<file path="src/rtl/craps_round_ctrl_pkg.sv">
// Shared types and constants for the craps round controller.
//   state_t        : round sequencer states
//   DIE_W / SUM_W  : die value width and zero-extended sum width
//   SUM_* consts   : naturals (7, 11) and craps (2, 3, 12) for the come-out roll
//   die_illegal()  : true for the two encodings a 3-bit die can hold but never show
package craps_round_ctrl_pkg;

  localparam int DIE_W = 3;
  localparam int SUM_W = 4;

  localparam logic [SUM_W-1:0] SUM_NATURAL7  = 4'd7;
  localparam logic [SUM_W-1:0] SUM_NATURAL11 = 4'd11;
  localparam logic [SUM_W-1:0] SUM_CRAPS2    = 4'd2;
  localparam logic [SUM_W-1:0] SUM_CRAPS3    = 4'd3;
  localparam logic [SUM_W-1:0] SUM_CRAPS12   = 4'd12;

  typedef enum logic [2:0] {
    ST_IDLE,
    ST_ROLL,
    ST_CAPTURE,
    ST_EVAL,
    ST_POINT,
    ST_WIN,
    ST_LOSE
  } state_t;

  function automatic logic die_illegal(input logic [DIE_W-1:0] die);
    return (die == 3'd0) || (die == 3'd7);
  endfunction

endpackage

</file>
<file path="src/rtl/craps_round_ctrl_if.sv">
// Bundle of the board-facing and display-facing signals of the round controller.
//   i_roll_btn, i_new_game         : button / switch inputs
//   i_dice1, i_dice2               : live values from the dice counters
//   o_roll_en                      : counter enable
//   o_dice1_q, o_dice2_q, o_sum_q  : latched roll for the 7-segment decode
//   o_point_q, o_point_valid       : established point
//   o_win, o_lose, o_roll_cnt, o_err : round result, roll count, sticky error
// master = board/counters side, slave = controller.
interface craps_round_ctrl_if #(
  parameter int CNT_W = 8
);
  import craps_round_ctrl_pkg::*;

  logic                 i_roll_btn;
  logic                 i_new_game;
  logic [DIE_W-1:0]     i_dice1;
  logic [DIE_W-1:0]     i_dice2;
  logic                 o_roll_en;
  logic [DIE_W-1:0]     o_dice1_q;
  logic [DIE_W-1:0]     o_dice2_q;
  logic [SUM_W-1:0]     o_sum_q;
  logic [SUM_W-1:0]     o_point_q;
  logic                 o_point_valid;
  logic                 o_win;
  logic                 o_lose;
  logic [CNT_W-1:0]     o_roll_cnt;
  logic                 o_err;

  modport master (
    output i_roll_btn, i_new_game, i_dice1, i_dice2,
    input  o_roll_en, o_dice1_q, o_dice2_q, o_sum_q, o_point_q, o_point_valid,
           o_win, o_lose, o_roll_cnt, o_err
  );

  modport slave (
    input  i_roll_btn, i_new_game, i_dice1, i_dice2,
    output o_roll_en, o_dice1_q, o_dice2_q, o_sum_q, o_point_q, o_point_valid,
           o_win, o_lose, o_roll_cnt, o_err
  );

endinterface

</file>
<file path="src/rtl/craps_round_ctrl_btn_sync_edge.sv">
// Synchronizes the raw roll button into the clk domain and flags its edges.
//   clk, rst_n : clock, async active-low reset
//   i_btn      : raw asynchronous button
//   o_btn_s    : synchronized level
//   o_rise     : one-cycle pulse, first cycle o_btn_s is high
//   o_fall     : one-cycle pulse, first cycle o_btn_s is low
module craps_round_ctrl_btn_sync_edge #(
  parameter int SYNC_STAGES = 2
) (
  input  logic clk,
  input  logic rst_n,
  input  logic i_btn,
  output logic o_btn_s,
  output logic o_rise,
  output logic o_fall
);

  logic [SYNC_STAGES-1:0] r_sync;
  logic                   r_prev;

  // Shift chain plus one delayed copy; reset to 0 so no edge is seen out of reset.
  always_ff @(posedge clk or negedge rst_n) begin
    if (!rst_n) begin
      r_sync <= '0;
      r_prev <= 1'b0;
    end else begin
      r_sync <= {r_sync[SYNC_STAGES-2:0], i_btn};
      r_prev <= r_sync[SYNC_STAGES-1];
    end
  end

  assign o_btn_s = r_sync[SYNC_STAGES-1];
  assign o_rise  = o_btn_s & ~r_prev;
  assign o_fall  = ~o_btn_s & r_prev;

endmodule

</file>
<file path="src/rtl/craps_round_ctrl.sv">
// Sequences one craps round: enables the dice counters while the roll button
// is held, latches the dice on release, applies come-out and point rules and
// holds win/lose until new_game.
//   clk, rst_n : clock, async active-low reset
//   bus        : craps_round_ctrl_if.slave (buttons, live dice, latched results)
module craps_round_ctrl
  import craps_round_ctrl_pkg::*;
#(
  parameter int SYNC_STAGES = 2,
  parameter int MIN_HOLD    = 4,
  parameter int CNT_W       = 8
) (
  input  logic                  clk,
  input  logic                  rst_n,
  craps_round_ctrl_if.slave     bus
);

  localparam int HOLD_W = 8;

  state_t             r_state;
  state_t             w_next_state;
  state_t             w_ret_state;
  logic               w_btn_s, w_rise, w_fall;
  logic               w_roll_en, w_start_roll, w_capture;
  logic               w_set_win, w_set_lose, w_set_point;
  logic [SUM_W-1:0]   w_sum;
  logic               w_bad_dice;
  logic [HOLD_W-1:0]  r_hold_cnt;
  logic [DIE_W-1:0]   r_dice1_q, r_dice2_q;
  logic [SUM_W-1:0]   r_sum_q, r_point_q;
  logic               r_point_valid, r_win, r_lose, r_err;
  logic [CNT_W-1:0]   r_roll_cnt;

  craps_round_ctrl_btn_sync_edge #(
    .SYNC_STAGES(SYNC_STAGES)
  ) u_btn_sync (
    .clk    (clk),
    .rst_n  (rst_n),
    .i_btn  (bus.i_roll_btn),
    .o_btn_s(w_btn_s),
    .o_rise (w_rise),
    .o_fall (w_fall)
  );

  assign w_sum      = {1'b0, bus.i_dice1} + {1'b0, bus.i_dice2};
  assign w_bad_dice = die_illegal(bus.i_dice1) || die_illegal(bus.i_dice2);
  // A point only exists in POINT-phase states, so it tells us where to go back to.
  assign w_ret_state = r_point_valid ? ST_POINT : ST_IDLE;

  always_ff @(posedge clk or negedge rst_n) begin
    if (!rst_n) r_state <= ST_IDLE;
    else        r_state <= w_next_state;
  end

  // Next-state and per-cycle strobes; new_game overrides everything, including roll_en.
  always_comb begin
    w_next_state = r_state;
    w_roll_en    = 1'b0;
    w_start_roll = 1'b0;
    w_capture    = 1'b0;
    w_set_win    = 1'b0;
    w_set_lose   = 1'b0;
    w_set_point  = 1'b0;
    if (bus.i_new_game) begin
      w_next_state = ST_IDLE;
    end else begin
      case (r_state)
        ST_IDLE, ST_POINT: begin
          if (w_rise) begin
            w_start_roll = 1'b1;
            w_next_state = ST_ROLL;
          end
        end
        ST_ROLL: begin
          w_roll_en = 1'b1;
          if (w_fall)
            w_next_state = (r_hold_cnt >= HOLD_W'(MIN_HOLD)) ? ST_CAPTURE : w_ret_state;
        end
        ST_CAPTURE: begin
          w_capture    = 1'b1;
          w_next_state = w_bad_dice ? w_ret_state : ST_EVAL;
        end
        ST_EVAL: begin
          if (!r_point_valid) begin
            if (r_sum_q == SUM_NATURAL7 || r_sum_q == SUM_NATURAL11) begin
              w_set_win    = 1'b1;
              w_next_state = ST_WIN;
            end else if (r_sum_q == SUM_CRAPS2 || r_sum_q == SUM_CRAPS3 ||
                         r_sum_q == SUM_CRAPS12) begin
              w_set_lose   = 1'b1;
              w_next_state = ST_LOSE;
            end else begin
              w_set_point  = 1'b1;
              w_next_state = ST_POINT;
            end
          end else if (r_sum_q == r_point_q) begin
            w_set_win    = 1'b1;
            w_next_state = ST_WIN;
          end else if (r_sum_q == SUM_NATURAL7) begin
            w_set_lose   = 1'b1;
            w_next_state = ST_LOSE;
          end else begin
            w_next_state = ST_POINT;
          end
        end
        ST_WIN, ST_LOSE: w_next_state = r_state;
        default:         w_next_state = ST_IDLE;
      endcase
    end
  end

  // Datapath registers. hold_cnt starts at 1 on the rise cycle so that it equals
  // the number of cycles roll_btn_s has been high when the fall is seen.
  always_ff @(posedge clk or negedge rst_n) begin
    if (!rst_n) begin
      r_hold_cnt    <= '0;
      r_dice1_q     <= '0;
      r_dice2_q     <= '0;
      r_sum_q       <= '0;
      r_point_q     <= '0;
      r_point_valid <= 1'b0;
      r_win         <= 1'b0;
      r_lose        <= 1'b0;
      r_roll_cnt    <= '0;
      r_err         <= 1'b0;
    end else if (bus.i_new_game) begin
      r_hold_cnt    <= '0;
      r_dice1_q     <= '0;
      r_dice2_q     <= '0;
      r_sum_q       <= '0;
      r_point_q     <= '0;
      r_point_valid <= 1'b0;
      r_win         <= 1'b0;
      r_lose        <= 1'b0;
      r_roll_cnt    <= '0;
      r_err         <= 1'b0;
    end else begin
      if (w_start_roll)
        r_hold_cnt <= HOLD_W'(1);
      else if (r_state == ST_ROLL && w_btn_s && r_hold_cnt != '1)
        r_hold_cnt <= r_hold_cnt + 1'b1;
      if (w_capture) begin
        r_dice1_q <= bus.i_dice1;
        r_dice2_q <= bus.i_dice2;
        if (r_roll_cnt != '1)
          r_roll_cnt <= r_roll_cnt + 1'b1;
        // An illegal die still shows on the display but never reaches the rules.
        if (w_bad_dice) r_err   <= 1'b1;
        else            r_sum_q <= w_sum;
      end
      if (w_set_win)  r_win  <= 1'b1;
      if (w_set_lose) r_lose <= 1'b1;
      if (w_set_point) begin
        r_point_q     <= r_sum_q;
        r_point_valid <= 1'b1;
      end
    end
  end

  assign bus.o_roll_en     = w_roll_en;
  assign bus.o_dice1_q     = r_dice1_q;
  assign bus.o_dice2_q     = r_dice2_q;
  assign bus.o_sum_q       = r_sum_q;
  assign bus.o_point_q     = r_point_q;
  assign bus.o_point_valid = r_point_valid;
  assign bus.o_win         = r_win;
  assign bus.o_lose        = r_lose;
  assign bus.o_roll_cnt    = r_roll_cnt;
  assign bus.o_err         = r_err;

endmodule

</file>
<file path="src/flat_wrapper.sv">
// flat-port wrapper written by rule: the top's interface ports become plain ports
module craps_round_ctrl_flat import craps_round_ctrl_pkg::*;
#(
  parameter int SYNC_STAGES = 2,
  parameter int MIN_HOLD    = 4,
  parameter int CNT_W       = 8
)
  (clk, rst_n, bus_i_roll_btn, bus_i_new_game, bus_i_dice1, bus_i_dice2, bus_o_roll_en, bus_o_dice1_q, bus_o_dice2_q, bus_o_sum_q, bus_o_point_q, bus_o_point_valid, bus_o_win, bus_o_lose, bus_o_roll_cnt, bus_o_err);
  craps_round_ctrl_if #(.CNT_W(CNT_W)) bus_i ();
  input  logic clk;
  input  logic rst_n;
  input wire logic [$bits(bus_i.i_roll_btn)-1:0] bus_i_roll_btn;
  input wire logic [$bits(bus_i.i_new_game)-1:0] bus_i_new_game;
  input wire logic [$bits(bus_i.i_dice1)-1:0] bus_i_dice1;
  input wire logic [$bits(bus_i.i_dice2)-1:0] bus_i_dice2;
  output wire logic [$bits(bus_i.o_roll_en)-1:0] bus_o_roll_en;
  output wire logic [$bits(bus_i.o_dice1_q)-1:0] bus_o_dice1_q;
  output wire logic [$bits(bus_i.o_dice2_q)-1:0] bus_o_dice2_q;
  output wire logic [$bits(bus_i.o_sum_q)-1:0] bus_o_sum_q;
  output wire logic [$bits(bus_i.o_point_q)-1:0] bus_o_point_q;
  output wire logic [$bits(bus_i.o_point_valid)-1:0] bus_o_point_valid;
  output wire logic [$bits(bus_i.o_win)-1:0] bus_o_win;
  output wire logic [$bits(bus_i.o_lose)-1:0] bus_o_lose;
  output wire logic [$bits(bus_i.o_roll_cnt)-1:0] bus_o_roll_cnt;
  output wire logic [$bits(bus_i.o_err)-1:0] bus_o_err;
  assign bus_i.i_roll_btn = bus_i_roll_btn;
  assign bus_i.i_new_game = bus_i_new_game;
  assign bus_i.i_dice1 = bus_i_dice1;
  assign bus_i.i_dice2 = bus_i_dice2;
  assign bus_o_roll_en = bus_i.o_roll_en;
  assign bus_o_dice1_q = bus_i.o_dice1_q;
  assign bus_o_dice2_q = bus_i.o_dice2_q;
  assign bus_o_sum_q = bus_i.o_sum_q;
  assign bus_o_point_q = bus_i.o_point_q;
  assign bus_o_point_valid = bus_i.o_point_valid;
  assign bus_o_win = bus_i.o_win;
  assign bus_o_lose = bus_i.o_lose;
  assign bus_o_roll_cnt = bus_i.o_roll_cnt;
  assign bus_o_err = bus_i.o_err;
  craps_round_ctrl #(.SYNC_STAGES(SYNC_STAGES), .MIN_HOLD(MIN_HOLD), .CNT_W(CNT_W)) u_core (.clk(clk), .rst_n(rst_n), .bus(bus_i));
endmodule
</file>
<file path="config.mk">
export PLATFORM = sky130hd
export DESIGN_NAME = craps_round_ctrl_flat
export DESIGN_NICKNAME = d
export VERILOG_FILES = /design/src/rtl/craps_round_ctrl_pkg.sv /design/src/rtl/craps_round_ctrl_if.sv /design/src/rtl/craps_round_ctrl_btn_sync_edge.sv /design/src/rtl/craps_round_ctrl.sv /design/src/flat_wrapper.sv
export SDC_FILE = /design/constraint.sdc
export NUM_CORES = 1
export LEC_CHECK = 0
export ABC_AREA = 1
export BUFFER_PORTS_ARGS = -buffer_cell sky130_fd_sc_hd__buf_2
export CORE_MARGIN = 2
export CORE_UTILIZATION = 50
export CTS_CLUSTER_DIAMETER = 60
export CTS_CLUSTER_SIZE = 20
export DETAILED_ROUTE_END_ITERATION = 7
export HOLD_SLACK_MARGIN = 0.05
export PLACE_DENSITY = 0.75
export SKIP_CTS_REPAIR_TIMING = 1
export SLEW_MARGIN = 20
export SYNTH_ARGS = -nofsm -noshare
export SYNTH_HDL_FRONTEND = slang
export SYNTH_SLANG_ARGS = --single-unit
</file>
<file path="constraint.sdc">
create_clock -name clk -period 1.4 [get_ports clk]
set_input_delay 0.14 -clock clk [delete_from_list [all_inputs] [get_ports clk]]
set_output_delay 0.14 -clock clk [all_outputs]
set_load 0.005 [all_outputs]
</file>
# Word-level counts from Yosys, hierarchy flattened

Index checks and enable logic that the tools add are counted.

Logic and storage cells: 125
Output and inout bits: 27
Bits in registers: 40

Muxes and demuxes: 60
$lt $le $gt $ge: 1
Reduce and logical (&&, ||, !) cells: 24
Eq/ne operators: 20
$add $sub $neg: 3
Bitwise operators: 4

Operators by type and width:

| cell                  | count |
|---|---|
| $mux W8               | 6 |
| $mux W3               | 13 |
| $mux W1               | 33 |
| $mux W4               | 5 |
| $add A8 B1 Y8 const B | 2 |
| $ne A8 B8 Y1 const B  | 2 |
| $eq A3 B3 Y1 const B  | 5 |
| $pmux W3 S5           | 1 |
| $reduce_bool A2 Y1    | 6 |
| $logic_not A3 Y1      | 3 |
| $eq A4 B2 Y1 const B  | 2 |
| $eq A4 B4 Y1 const B  | 2 |
| $ge A8 B3 Y1 const B  | 1 |
| $eq A3 B2 Y1 const B  | 2 |
| $logic_or A1 B1 Y1    | 6 |
| $ne A3 B3 Y1 const B  | 2 |
| $reduce_and A2 Y1     | 3 |
| $add A3 B3 Y4         | 1 |
| $eq A4 B3 Y1 const B  | 1 |
| $eq A4 B4 Y1          | 1 |
| $mux W2               | 2 |
| $ne A2 B2 Y1 const B  | 2 |
| $reduce_or A2 Y1      | 2 |
| $eq A3 B1 Y1 const B  | 1 |
| 5 further kinds       | 8 |

# Depth between registers and ports, before layout

Gate-level depths: netlist of run 1.

Word-level depth: 10
Depth in mapped cells: 11

# Cells and area by module

Synthesis of run 1 repeated with hierarchy kept, for this count alone.

Cell total of the unflattened synthesis: 287
Area, all modules: 2233.4 um^2

Modules (own cells, without submodules):

| module                         | cells each | instances | sequential area each (um^2) | area each (um^2) |
|---|---|---|---|---|
| craps_round_ctrl               | 280        | 1         | 925.9                       | 2143.3 |
| craps_round_ctrl_btn_sync_edge | 7          | 1         | 75.1                        | 90.1 |

# Worst setup path after synthesis of run 1

OpenSTA, ideal clock, no wires.

Path kind: reg-to-reg
From: reg u_core.r_roll_cnt[0] (netlist: u_core.bus.o_roll_cnt[0])
To: reg u_core.r_roll_cnt[7] (netlist: u_core.bus.o_roll_cnt[7])
Period minus slack after synthesis: 1.439 ns
Buffers on the path: 0
Library setup time: 0.126 ns
Data arrival time: 1.312 ns
Stages on the path, launching flop included: 9
Required time: 1.274 ns
Path slack: -0.039 ns
Path through: dfrtp_1 > ha_1 > inv_1 > nor3_1 > nand4_1 > nand2_4 > clkinv_2 > nand4_1 > o21ai_0

Cells in the longest elaborated chain, start to end: 4
Elaborated cells on any way between the ends: 7

Ends and longest elaborated chain:

| what                     | line                    | text |
|---|---|---|
| start: declaration       | craps_round_ctrl.sv:32  | `logic [CNT_W-1:0] r_roll_cnt;` |
| start signal: assignment | craps_round_ctrl.sv:146 | `r_roll_cnt <= r_roll_cnt + 1'b1;` |
| $add A8 B1 Y8            | craps_round_ctrl.sv:146 |  |
| $mux W8                  | craps_round_ctrl.sv:145 | `if (r_roll_cnt != '1)` |
| $mux W8                  | craps_round_ctrl.sv:142 | `if (w_capture) begin` |
| $mux W8                  | craps_round_ctrl.sv:126 | `end else if (bus.i_new_game) begin` |

Parallel ways exist; a longest one is shown, timed or not. The select of a mux whose other input is x is not followed.
A chain may end at the register's enable or synchronous reset.

# Worst setup path in the final report of run 1

From: reg u_core.r_state[0]
To: out bus_o_roll_en

Cells in the longest elaborated chain, start to end: 3

Ends and longest elaborated chain:

| what                     | line                   | text |
|---|---|---|
| start: declaration       | craps_round_ctrl.sv:20 | `state_t r_state;` |
| start signal: assignment | craps_round_ctrl.sv:52 | `else r_state <= w_next_state;` |
| $eq A3 B1 Y1             | craps_round_ctrl.sv:67 | `case (r_state)` |
| $mux W1                  | craps_round_ctrl.sv:67 |  |
| $mux W1                  | craps_round_ctrl.sv:64 | `if (bus.i_new_game) begin` |
| end: declaration         | flat_wrapper.sv:16     | `output wire logic [$bits(bus_i.o_roll_en)-1:0] bus_o_roll_en;` |

No other way between the ends.

==> results of run 1 <==
## critical path, delay by kind of cell (launching register included)
kind / cells / cell delay [ns]
AND/OR/NAND/NOR: 2 / 0.28
flip-flops: 1 / 0.45
buffers and inverters: 4 / 0.34
## kinds of logic (layout without fill, tap and decap cells)
logic type	after synthesis	after routing	share of synthesized area, %
DFF	40	40	45.12
and+or+nand+nor	142	143	28.82
xor gates and xnor gates	3	3	1.185
AOI/OAI and AO/OA	50	50	11.90
adders and majority gates	7	7	4.286
buffers and inverters	51	124	8.686
## cell type report
cell class | instances | area (sq um)
Timing Repair Buffer | 67 | 437.9
Clock inverter | 2 | 35.03
Multi-Input combinational cell | 203 | 1187
Clock buffer | 6 | 72.57
Sequential cell | 40 | 1005
Timing Repair inverter | 1 | 6.256
Fill cell | 347 | 1330
Inverter | 48 | 185.2
Tap cell | 52 | 65.06
## layer usage
metal	track usage, %	up-vias	part of all wire, %
li1	-	1101	-
met5	0	-	0
met1	29.91	1035	45
met2	36.16	68	49
met4	6.709	0	1.7
met3	4.701	10	4.9
## power by group
part / switching [W] / leakage (nW) / internal [W]
Combinational: 0.000291 / 0.905 / 0.000216
Clock: 0.000396 / 0.0552 / 0.000529
Sequential: 0.0000386 / 0.543 / 0.00119
Total: 0.000726 / 1.50 / 0.00193
## flip-flops by register name, summed over array words and instances, names as in the netlist
name	count
u_core.bus.o_point_valid	1
u_core.bus.o_lose	1
u_core.bus.o_win	1
u_core.bus.o_dice1_q	3
u_core.bus.o_roll_cnt	8
u_core.bus.o_err	1
u_core.u_btn_sync.r_prev	1
u_core.r_hold_cnt	8
u_core.bus.o_dice2_q	3
u_core.bus.o_point_q	4
u_core.bus.o_sum_q	4
u_core.u_btn_sync.r_sync	2
u_core.r_state	3
## cells in the final DEF (no fill, tap or decap), types with 3 or more instances in the layout
cell type / instances
nand2_1: 64
inv_1: 38
dfrtp_1: 37
buf_2: 36
buf_4: 26
nand3_1: 22
nor2_1: 17
o21ai_0: 12
o21ai_1: 12
a21oi_1: 12
nand2_2: 9
inv_2: 8
o21ai_2: 7
nand4_1: 7
nand3_2: 5
nor3_1: 5
clkbuf_8: 5
ha_1: 4
dfrtp_2: 3
## stage by stage
stage | utilization (%) | TNS, ns | hold slack, ns | power (W) | instance area [sq um]
after floorplan | - | 0 | -0.1556 | 0.001448 | 2225
after global placement | 60.85 | -0.01355 | 0.04499 | 0.001610 | 2631
after detailed placement | 60.85 | -0.7890 | 0.03987 | 0.001619 | 2631
after CTS | 63.34 | -1.264 | -0.2817 | 0.002553 | 2739
after global routing | 69.24 | -2.947 | 0.1496 | 0.002780 | 2994
final | 69.24 | -1.070 | 0.1265 | 0.002661 | 2994
## worst max-delay path by stage
stage	startpoint	endpoint	slack (ns)	cells after the start
after global routing	u_core.r_hold_cnt[2]	u_core.r_hold_cnt[7]	-0.21	9
final	u_core.r_state[0]	bus_o_roll_en	-0.12	6
after detailed placement	u_core.r_hold_cnt[0]	u_core.r_hold_cnt[7]	-0.11	9
after global placement	u_core.r_hold_cnt[0]	u_core.r_hold_cnt[7]	-0.01	9
after CTS	u_core.r_state[2]	bus_o_roll_en	-0.21	5
after floorplan	u_core.bus.o_roll_cnt[0]	u_core.bus.o_roll_cnt[7]	0.03	8
==> impl_metrics.env, run 1 <==
export IMPL_slowest_stage="dfrtp_2"
export IMPL_end_kind="primary output"
export IMPL_ys_seq_area_share_pct=45.12
export IMPL_maxCapViolCount=0
export IMPL_routabilityCongestion=0.8988
export IMPL_reg2reg_to="u_core.r_hold_cnt[1]"
export IMPL_clock_root_buffer="clkbuf_8"
export IMPL_worstPathRequired_ns=1.26
export IMPL_worst_slew_pin_slew_ns=0.4225
export IMPL_ant_nets=0
export IMPL_cts_buffers=5
export IMPL_drv_slew=0
export IMPL_std_cell_rows=24
export IMPL_firstDrtPassIters=5
export IMPL_grt_pass1_wl_mm=8.790
export IMPL_io_pins=37
export IMPL_synth_ff_type="dfrtp_1"
export IMPL_initial_utilization_pct=51.30
export IMPL_synth_edf_count=0
export IMPL_synth_area_leader_cell="dfrtp_1"
export IMPL_grt_pass1_vias=1969
export IMPL_status="finished with violations"
export IMPL_synth_nets=310
export IMPL_fmax_mhz=658.9
export IMPL_hold_violations=0
export IMPL_dp_hpwl_mm=3.936
export IMPL_final_setup_viol_count=19
export IMPL_cts_buffer_depth=2
export IMPL_core_sq_um=4324
export IMPL_die_w_microns=70.61
export IMPL_rsz0062_at_grt="yes"
export IMPL_synth_seq_cells=40
export IMPL_p_leak_nw=1.502
export IMPL_drt_wl_total_mm=5.631
export IMPL_maxSlewHeadroom_pct=71.80
export IMPL_startpoint_type="register"
export IMPL_synth_common_cells="nand2_1 (71), inv_1 (44), dfrtp_1 (40), o21ai_0 (30), nand3_1 (28)"
export IMPL_finalClockSkew_ns=0.01120
export IMPL_syn_inst=293
export IMPL_fin_nets=383
export IMPL_die_height_microns=70.61
export IMPL_violations="negative setup slack"
export IMPL_portBuffers=36
export IMPL_yosysMostFrequentCell="nand2_1"
export IMPL_fin_cells=419
export IMPL_holdPathStages=3
export IMPL_power_density_nw_per_um2=888.6
export IMPL_clk_pin_slew_worst_paths_ns=0.08
export IMPL_critPathMostFrequentCell="inv_2"
export IMPL_cp_arrival_ns=1.38
export IMPL_die_area_sq_um=4986
export IMPL_clkLatencyLatePin_ns=0.30
export IMPL_cp_cell_sequence="inv_2 -> nor3_4 -> buf_4 -> inv_2 -> nor2_1 -> buf_2"
export IMPL_antenna_found_initial=0
export IMPL_peakVddDrop_uv=815.5
export IMPL_min_period_over_period_pct=108.4
export IMPL_syn_avg_cell_area_sq_um=7.571
export IMPL_placedCellCount=401
export IMPL_synth_cell_types=29
export IMPL_tritoncts="done"
export IMPL_overflow=0
export IMPL_wl_per_cell_microns=13.44
export IMPL_htreeDepth=2
export IMPL_pre_cts_slack_ns=-0.1087
export IMPL_area_growth_pct=34.97
export IMPL_min_delay_start="bus_i_dice2[0]"
export IMPL_worstRegToRegCells=7
export IMPL_reg2reg_from="u_core.r_hold_cnt[1]"
export IMPL_finalCriticalPeriod_ns=1.518
export IMPL_critical_path_class="register to primary output"
export IMPL_cp_slowest_stage_delay_ns=0.45
export IMPL_yosys_warnings=0
export IMPL_cp_max_fo=5
export IMPL_track_usage_pct=22.11
export IMPL_synthArstFlopShare_pct=100.0
export IMPL_layout_setup_ws_ns=-0.1177
export IMPL_drive_above_1_share_pct=34.60
export IMPL_synth_area_sq_um=2218
export IMPL_grt_max_degree=20
export IMPL_drt_iter0_drc=123
export IMPL_reg2reg_slack_ns=-0.09
export IMPL_synthTopCellsByArea="dfrtp_1 (45%), nand2_1 (12%), inv_1 (7.4%)"
export IMPL_num_vias=2214
export IMPL_drc=0
export IMPL_hold_path_class="primary input to register"
export IMPL_antenna_cells=0
export IMPL_netlist_area_leader_share_pct=45.12
export IMPL_min_to="u_core.bus.o_dice2_q[0]"
export IMPL_numClockSinks=40
export IMPL_viasPerCell=5.284
No activity file was read; power rests on OpenSTA's default activity.
==> inputs of run 2 (changes only) <==
--- a/config.mk
+++ b/config.mk
@@ -13,7 +13,7 @@
 export CTS_CLUSTER_SIZE = 20
 export DETAILED_ROUTE_END_ITERATION = 7
 export HOLD_SLACK_MARGIN = 0.05
-export PLACE_DENSITY = 0.75
+export PLACE_DENSITY = 0.72
 export SKIP_CTS_REPAIR_TIMING = 1
 export SLEW_MARGIN = 20
 export SYNTH_ARGS = -nofsm -noshare
==> constraint.sdc (replaced) <==
create_clock -name clk -period 1.5 [get_ports clk]
set_input_delay 0.15 -clock clk [delete_from_list [all_inputs] [get_ports clk]]
set_output_delay 0.15 -clock clk [all_outputs]
set_load 0.005 [all_outputs]
==> impl_metrics.env, run 2 (synthesized netlist as in run 1, its figures left out) <==
export IMPL_final_cell_mix="nand2_1 (69), inv_1 (42), dfrtp_1 (37)"
export IMPL_regArea_sq_um=1005
export IMPL_initial_utilization_pct=51.30
export IMPL_wl_per_cell_microns=12.93
export IMPL_portBuffers=36
export IMPL_htreeDepth=2
export IMPL_finalCriticalPeriod_ns=1.493
export IMPL_maxSlewHeadroom_pct=67.50
export IMPL_fill_cells=367
export IMPL_track_usage_pct=21.08
export IMPL_viasPerCell=5.254
export IMPL_power_density_nw_per_um2=970.4
export IMPL_fmax_mhz=669.9
export IMPL_numClockSinks=40
export IMPL_drt_wl_total_mm=5.288
export IMPL_p_leak_nw=1.467
export IMPL_fin_nets=373
export IMPL_die_w_microns=70.61
export IMPL_antenna_found_initial=0
export IMPL_std_cell_rows=24
export IMPL_num_vias=2149
export IMPL_drt_iter0_drc=81
export IMPL_met3_usage_pct=4.843
export IMPL_firstDrtPassIters=4
export IMPL_grt_use_met2_pct=34.28
export IMPL_status="complete, no violations"
export IMPL_finalClockSkew_ns=0.005826
export IMPL_finalSetupTns_ns=0
export IMPL_clkLatencyLatePin_ns=0.30
export IMPL_drive_above_1_share_pct=27.17
export IMPL_cp_max_fo=3
export IMPL_final_setup_viol_count=0
export IMPL_tritoncts="done"
export IMPL_routabilityCongestion=0.8786
export IMPL_maxCapViolCount=0
export IMPL_dp_hpwl_mm=3.677
export IMPL_cp_arrival_ns=1.34
export IMPL_worst_slew_pin_slew_ns=0.4875
export IMPL_overflow=0
export IMPL_slowest_stage="dfrtp_2"
export IMPL_cp_cell_sequence="nor3_4 -> buf_6 -> inv_4 -> nor2_4 -> buf_2"
export IMPL_multi_input_area_sq_um=1125
export IMPL_use_met1_pct=28.21
export IMPL_drc=0
export IMPL_io_pins=37
export IMPL_critical_path_class="register to primary output"
export IMPL_peakVddDrop_uv=683.6
export IMPL_finalPower_w=0.002807
export IMPL_worstPathRequired_ns=1.35
export IMPL_grt_max_degree=41
export IMPL_area_growth_pct=30.40
export IMPL_drv_slew=0
export IMPL_cp_slowest_stage_delay_ns=0.46
export IMPL_die_area_sq_um=4986
export IMPL_busiest_layer="met2"
export IMPL_min_period_over_period_pct=99.52
export IMPL_cts_buffers=5
export IMPL_startpoint_type="register"
export IMPL_clock_root_buffer="clkbuf_8"
export IMPL_rsz0062_at_grt="yes"
export IMPL_ant_nets=0
export IMPL_end_kind="primary output"
export IMPL_grt_pass1_vias=1918
export IMPL_die_height_microns=70.61
export IMPL_clk_pin_slew_worst_paths_ns=0.08
export IMPL_hold_violations=0
export IMPL_antenna_cells=0
export IMPL_cts_buffer_depth=2
export IMPL_hold_path_class="primary input to register"
export IMPL_grt_pass1_wl_mm=8.480
export IMPL_core_sq_um=4324
export IMPL_final_common_cell="nand2_1"
[run 2: cell types whose count changed in the layout (fill, tap and decap cells not counted), sizes merged]
cell and change:
bufinv +2, clkbuf -1, clkinv -2, buf -9
[run 2: through the flow]
step | hold slack, ns | util (%) | instance area (sq um) | instances | worst slack (ns)
floorplan | -0.1456 | - | 2218 | 293 | 0.06114
global placement | 0.2375 | 58.97 | 2550 | 391 | 0.04406
detailed placement | 0.2363 | 58.97 | 2550 | 391 | -0.03185
CTS | -0.07821 | 62.64 | 2709 | 399 | -0.1512
global route | 0.1041 | 66.90 | 2893 | 409 | -0.1084
finish | 0.09552 | 66.90 | 2893 | 409 | 0.007166
[run 2: final timing paths]
| check | startpoint | end | slack (ns) | cells after the start |
|---|---|---|---|---|
| max | u_core.r_state[2] | bus_o_roll_en | 0.007 | 5 |
| min | bus_i_new_game | u_core.bus.o_err | 0.1 | 2 |
| max reg2reg | u_core.r_hold_cnt[0] | u_core.r_hold_cnt[4] | 0.05 | 8 |
| min reg2reg | u_core.u_btn_sync.r_sync[0] | u_core.u_btn_sync.r_sync[1] | 0.37 | 0 |
| max in group asynchronous | rst_n | u_core.r_state[0] | 0.70 | 3 |
| min in group asynchronous | rst_n | u_core.bus.o_point_q[3] | 0.43 | 3 |
[run 2: per-layer routing]
layer	vias to the layer above	share of wire, %	routed length, microns
met4	0	1.1	56
met1	998	46	2431
met2	61	47	2502
met3	8	5.6	297
li1	1082	-	-
met5	-	0	0
[run 2: final cells by class]
cell class / count / area share, %
multi-input cells: 203 / 38.88
clock buffers: 5 / 2.379
clock inverters: 3 / 3.114
well taps: 52 / 2.249
repair buffers: 58 / 12.24
flip-flops and latches: 40 / 34.73
inverters: 48 / 6.401
[run 2: power by group]
group | leakage (nW) | switching [W] | internal, W
Sequential | 0.543 | 0.0000266 | 0.00111
Combinational | 0.846 | 0.000263 | 0.000189
Clock | 0.0784 | 0.000387 | 0.000832
[run 2: critical path: cells and delay by family (launching register included)]
kind	cells	cell delay [ns]
buf+inv	3	0.28
flops	1	0.46
simple gates	2	0.30
